--- config.mk ---
export PLATFORM = sky130hd
export DESIGN_NAME = rr_hold_arbiter
export DESIGN_NICKNAME = d
export VERILOG_FILES = /design/src/rtl/rr_hold_arbiter.sv
export SDC_FILE = /design/constraint.sdc
export NUM_CORES = 1
export LEC_CHECK = 0
export CORE_MARGIN = 2
export CORE_UTILIZATION = 46
export CTS_CLUSTER_DIAMETER = 60
export DETAILED_ROUTE_END_ITERATION = 8
export GPL_ROUTABILITY_DRIVEN = 1
export PLACE_DENSITY = 0.74
export SYNTH_ARGS = -nofsm -noshare
export SYNTH_HDL_FRONTEND = slang
export SYNTH_SLANG_ARGS = --single-unit
--- constraint.sdc ---
create_clock -name clk -period 1.75 [get_ports clk]
set_input_delay 0.35 -clock clk [delete_from_list [all_inputs] [get_ports clk]]
set_output_delay 0.35 -clock clk [all_outputs]
set_load 0.05 [all_outputs]
--- src/rtl/rr_hold_arbiter.sv ---
// Round-robin arbiter with grant hold for a single-owner shared resource.
// A grant stays with its owner until it signals done, drops its request, or
// uses up MAX_HOLD cycles. Every release is followed by one bubble cycle in
// which no grant is made, and the search pointer moves past the old owner.
module rr_hold_arbiter #(
  parameter  int N        = 4,
  parameter  int MAX_HOLD = 8,
  localparam int IDW      = (N > 1) ? $clog2(N) : 1
) (
  input  logic           clk,
  input  logic           rst,
  input  logic [N-1:0]   i_req,
  input  logic [N-1:0]   i_done,
  output logic [N-1:0]   o_gnt,
  output logic           o_gnt_valid,
  output logic [IDW-1:0] o_gnt_id,
  output logic           o_timeout
);

  typedef enum logic [1:0] {
    ST_IDLE,
    ST_GRANT,
    ST_RELEASE
  } state_t;

  localparam logic [IDW:0]   N_W       = (IDW+1)'(N);
  localparam logic [IDW-1:0] LAST_ID   = IDW'(N - 1);
  localparam logic [7:0]     HOLD_LIM  = 8'(MAX_HOLD);

  state_t           state_q, state_d;
  logic [IDW-1:0]   ptr_q, ptr_d;
  logic [7:0]       cnt_q, cnt_d;
  logic [N-1:0]     gnt_q, gnt_d;
  logic             gnt_valid_q, gnt_valid_d;
  logic [IDW-1:0]   gnt_id_q, gnt_id_d;
  logic             timeout_q, timeout_d;

  // Selection signals
  logic [2*N-1:0]   req_dbl;
  logic [N-1:0]     req_rot;
  logic             sel_found;
  logic [IDW:0]     sel_sum;
  logic [IDW-1:0]   sel_id;

  // Owner view: only the current owner's request/done bits matter
  logic             owner_req;
  logic             owner_done;
  logic [IDW-1:0]   ptr_next;

  assign owner_req  = |(i_req  & gnt_q);
  assign owner_done = |(i_done & gnt_q);
  assign ptr_next   = (gnt_id_q == LAST_ID) ? '0 : gnt_id_q + IDW'(1);

  // Rotate requests so the pointer sits at bit 0, then pick the lowest set bit
  always_comb begin
    // NOTE: every variable written here gets a value before any branch, so no latch is inferred.
    req_dbl   = {i_req, i_req} >> ptr_q;
    req_rot   = req_dbl[N-1:0];
    sel_found = 1'b0;
    sel_sum   = '0;
    for (int i = N - 1; i >= 0; i--) begin
      if (req_rot[i]) begin
        sel_found = 1'b1;
        sel_sum   = {1'b0, ptr_q} + (IDW+1)'(i);
      end
    end
    if (sel_sum >= N_W) begin
      sel_sum = sel_sum - N_W;
    end
    sel_id = sel_sum[IDW-1:0];
  end

  // Next-state and next-output logic for the IDLE/GRANT/RELEASE cycle
  always_comb begin
    state_d     = state_q;
    ptr_d       = ptr_q;
    cnt_d       = cnt_q;
    gnt_d       = gnt_q;
    gnt_valid_d = gnt_valid_q;
    gnt_id_d    = gnt_id_q;
    timeout_d   = 1'b0;

    unique case (state_q)
      ST_IDLE: begin
        if (sel_found) begin
          gnt_d       = N'(1) << sel_id;
          gnt_valid_d = 1'b1;
          gnt_id_d    = sel_id;
          cnt_d       = 8'd1;
          state_d     = ST_GRANT;
        end
      end

      ST_GRANT: begin
        if (owner_done || !owner_req || (cnt_q == HOLD_LIM)) begin
          // Done or dropped request takes priority over the hold limit
          timeout_d   = !(owner_done || !owner_req);
          gnt_d       = '0;
          gnt_valid_d = 1'b0;
          ptr_d       = ptr_next;
          cnt_d       = 8'd0;
          state_d     = ST_RELEASE;
        end else begin
          cnt_d = cnt_q + 8'd1;
        end
      end

      ST_RELEASE: begin
        state_d = ST_IDLE;
      end

      default: begin
        state_d = ST_IDLE;
      end
    endcase
  end

  // State and output registers with synchronous reset
  always_ff @(posedge clk) begin
    // NOTE: state registers use non-blocking assignments so all flops update together at the edge.
    if (rst) begin
      state_q     <= ST_IDLE;
      ptr_q       <= '0;
      cnt_q       <= 8'd0;
      gnt_q       <= '0;
      gnt_valid_q <= 1'b0;
      gnt_id_q    <= '0;
      timeout_q   <= 1'b0;
    end else begin
      state_q     <= state_d;
      ptr_q       <= ptr_d;
      cnt_q       <= cnt_d;
      gnt_q       <= gnt_d;
      gnt_valid_q <= gnt_valid_d;
      gnt_id_q    <= gnt_id_d;
      timeout_q   <= timeout_d;
    end
  end

  assign o_gnt       = gnt_q;
  assign o_gnt_valid = gnt_valid_q;
  assign o_gnt_id    = gnt_id_q;
  assign o_timeout   = timeout_q;

endmodule
==> impl_metrics.yaml <==
clocking:
  cts_inserted_buffers: 3
  clk_latency_ns: 0.30
  cts_tree: "done"
  clk_pin_slew_ns: 0.12
  cts_max_path_buffers: 2
  htree_levels: 1
  cts.sinks: 20
  cts_root_buf: "clkbuf_4"
final_layout:
  layout_common_cells: "26 x buf_4, 16 x dfxtp_1, 11 x nand2_1"
  layout_commonest_cell: "buf_4"
  finalCoreUtilization_pct: 66.7
  area_delta_synth_final_pct: 38.4
  layout-drive-gt1-share_pct: 27.6
  n_fill_cell: 178
  fin_area_sq_mm: 0.00146
  antenna_cells: 0
  num-nets-final: 170
detailed_routing:
  vias: 1071
  drt-vias-per-instance: 5.82
  wl_per_cell_microns: 14.6
  totalWireLength_mm: 2.69
  drt-initial-drc-count: 24
  route.detailed.drc: 1
  first_pass_iters: 7
  antenna_left: 0
critical_path:
  path_buf_inv: 1
  cpMaxStageDelayCell: "mux2_1"
  crit_family: "simple AND/OR/NAND/NOR gates"
  cp_slowest_stage_delay_ns: 0.34
  crit_required_ns: 1.96
  arrival_ns: 1.88
  endpoint_kind: "flip-flop"
  path_cells: "inv_1 > ha_1 > nor4bb_4 > nand2_1 > a21oi_4 > mux2_1"
  path_class: "reg -> reg"
  critPathLaunchType: "flip-flop"
  crit_fanout: 4
outcome:
  violations: "DRC"
  status: "finished, violations left"
synthesis:
  yosys_warnings: 0
  synth_area_per_cell_sq_um: 8.87
  netlist_instances: 119
  synth_edf_count: 0
  synthDistinctLibCells: 46
  seq_area_frac_synth_pct: 37.9
  netlist_area_sq_mm: 0.00106
  ys_ff_latch: 20
  synthFlopType: "dfxtp_1"
  async_reset_ff_share_pct: 0
  syn-num-nets: 132
global_route:
  grt_max_degree: 12
  grt_pass1_wl_mm: 4.17
  grt_pass1_vias: 962
  antenna_found_initial: 0
  grt_overflow_total: 0
  grt_use_total_pct: 21.3
pwr:
  power.density_mw_per_mm2: 833
  ir_drop_v: 0.000536
  power_leakage_uw: 0.000540
  power_uw: 1220
sta:
  slew_viol_final: 0
  fmax_mhz: 598
  worst_pin_slew_ns: 0.575
  period_share_pct: 95.6
  max_slew_margin_pct: 60.7
  hold_ws_ns: 0.484
  setup_viol: 0
  fin_crit_ns: 1.67
  fin_skew_ns: 0.0171
  setup_ws_ns: 0.0770
  hold_viol: 0
placed_design:
  port_buffers: 17
  pre_cts_ws_ns: -0.468
  place_congestion: 0.849
  postPlaceCellArea_sq_mm: 0.00135
  dp.final_hpwl_mm: 1.97
floorplan:
  initial_core_util_pct: 48.2
  dieWidth_microns: 51.9
  ios: 18
  die_h_microns: 51.9
  rows: 17
  die_area_sq_mm: 0.00270
  fp.coreArea_sq_mm: 0.00219
worst_hold_path:
  worstHoldPathType: "reg -> reg"
job:
  maxCapViolCount: 0
-- kinds of logic after synthesis --
| group | Yosys count | share of synthesized area, % |
|---|---|---|
| simple gates | 40 | 20.4 |
| compound gates | 36 | 26.7 |
| flops | 20 | 37.9 |
| buf+inv | 13 | 5.21 |
| xor+xnor | 4 | 3.32 |
| mux | 3 | 2.96 |
| fa+ha+maj | 3 | 3.55 |
-- power by group --
| group | internal [uW] | switching, uW |
|---|---|---|
| clock | 127 | 141 |
| combinational | 188 | 232 |
| sequential | 493 | 35.9 |
-- per-stage QoR --
stage,TNS (ns),instances
2_1_floorplan,0,119
3_3_place_gp,-5.83,177
3_5_place_dp,-6.78,177
4_1_cts,0,182
5_1_grt,-0.00524,184
6_report,0,184
-- area by class of cell --
cell class / instances / area, sq um / share of cell area, %
well taps: 28 / 35.0 / 2.40
multi-input cells: 86 / 647 / 44.3
repair buffers: 36 / 300 / 20.5
inverters: 10 / 37.5 / 2.57
flip-flops and latches: 20 / 405 / 27.7
clock buffers: 4 / 36.3 / 2.48
-- worst min-delay path, delay by kind of cell, from the launching register on --
family | cells | cell delay [ns]
AO/OA/AOI/OAI | 1 | 0.07
AND/OR/NAND/NOR | 1 | 0.05
flip-flops | 1 | 0.33
-- synthesized netlist by cell type, types with 2 or more instances --
cell | n | area share (%)
a211oi_1 | 2 | 1.4
nand4_1 | 3 | 1.8
a22o_1 | 2 | 1.7
dfxtp_1 | 20 | 38
nand2_1 | 11 | 3.9
a22oi_1 | 2 | 1.4
a21oi_1 | 8 | 3.8
nor2_1 | 7 | 2.5
ha_1 | 3 | 3.6
nand3_1 | 5 | 2.4
nor3_1 | 3 | 1.4
o22ai_1 | 4 | 2.4
a2111oi_0 | 3 | 2.5
inv_1 | 10 | 3.6
xnor2_1 | 4 | 3.3
mux2i_1 | 2 | 1.9
-- sequential cells by signal, summed over array words and instances (netlist names) --
| name | flops |
|---|---|
| o_timeout | 1 |
| state_q | 2 |
| o_gnt | 4 |
| cnt_q | 8 |
| o_gnt_valid | 1 |
| o_gnt_id | 2 |
| ptr_q | 2 |
-- worst paths after layout --
path,startpoint,end,slack (ns),cells past startpoint
worst min-delay path,o_gnt_valid$_SDFFE_PP0P_,o_gnt_valid$_SDFFE_PP0P_,0.48,2
worst max register to register,cnt_q[0]$_SDFFE_PP0P_,ptr_q[0]$_SDFFE_PP0P_,0.08,6
worst max-delay path,cnt_q[0]$_SDFFE_PP0P_,ptr_q[0]$_SDFFE_PP0P_,0.08,6
worst min register to register,o_gnt_valid$_SDFFE_PP0P_,o_gnt_valid$_SDFFE_PP0P_,0.48,2
-- per-layer routing --
layer | vias up | part of all wire (%) | global-route usage [%]
li1 | 522 | - | -
met1 | 509 | 43 | 25.9
met2 | 34 | 50 | 35.9
met3 | 6 | 4.9 | 3.45
met4 | 0 | 2.0 | 11.0
met5 | - | 0 | 0
-- what timing repair did --
action                                  CTS  global route
endpoints found under the setup margin   15             2
hold buffers                              0             0
pin swaps                                 1             2
gates resized for setup                   9             2
setup buffers                             1             2
(Power assumes the default switching activity.)
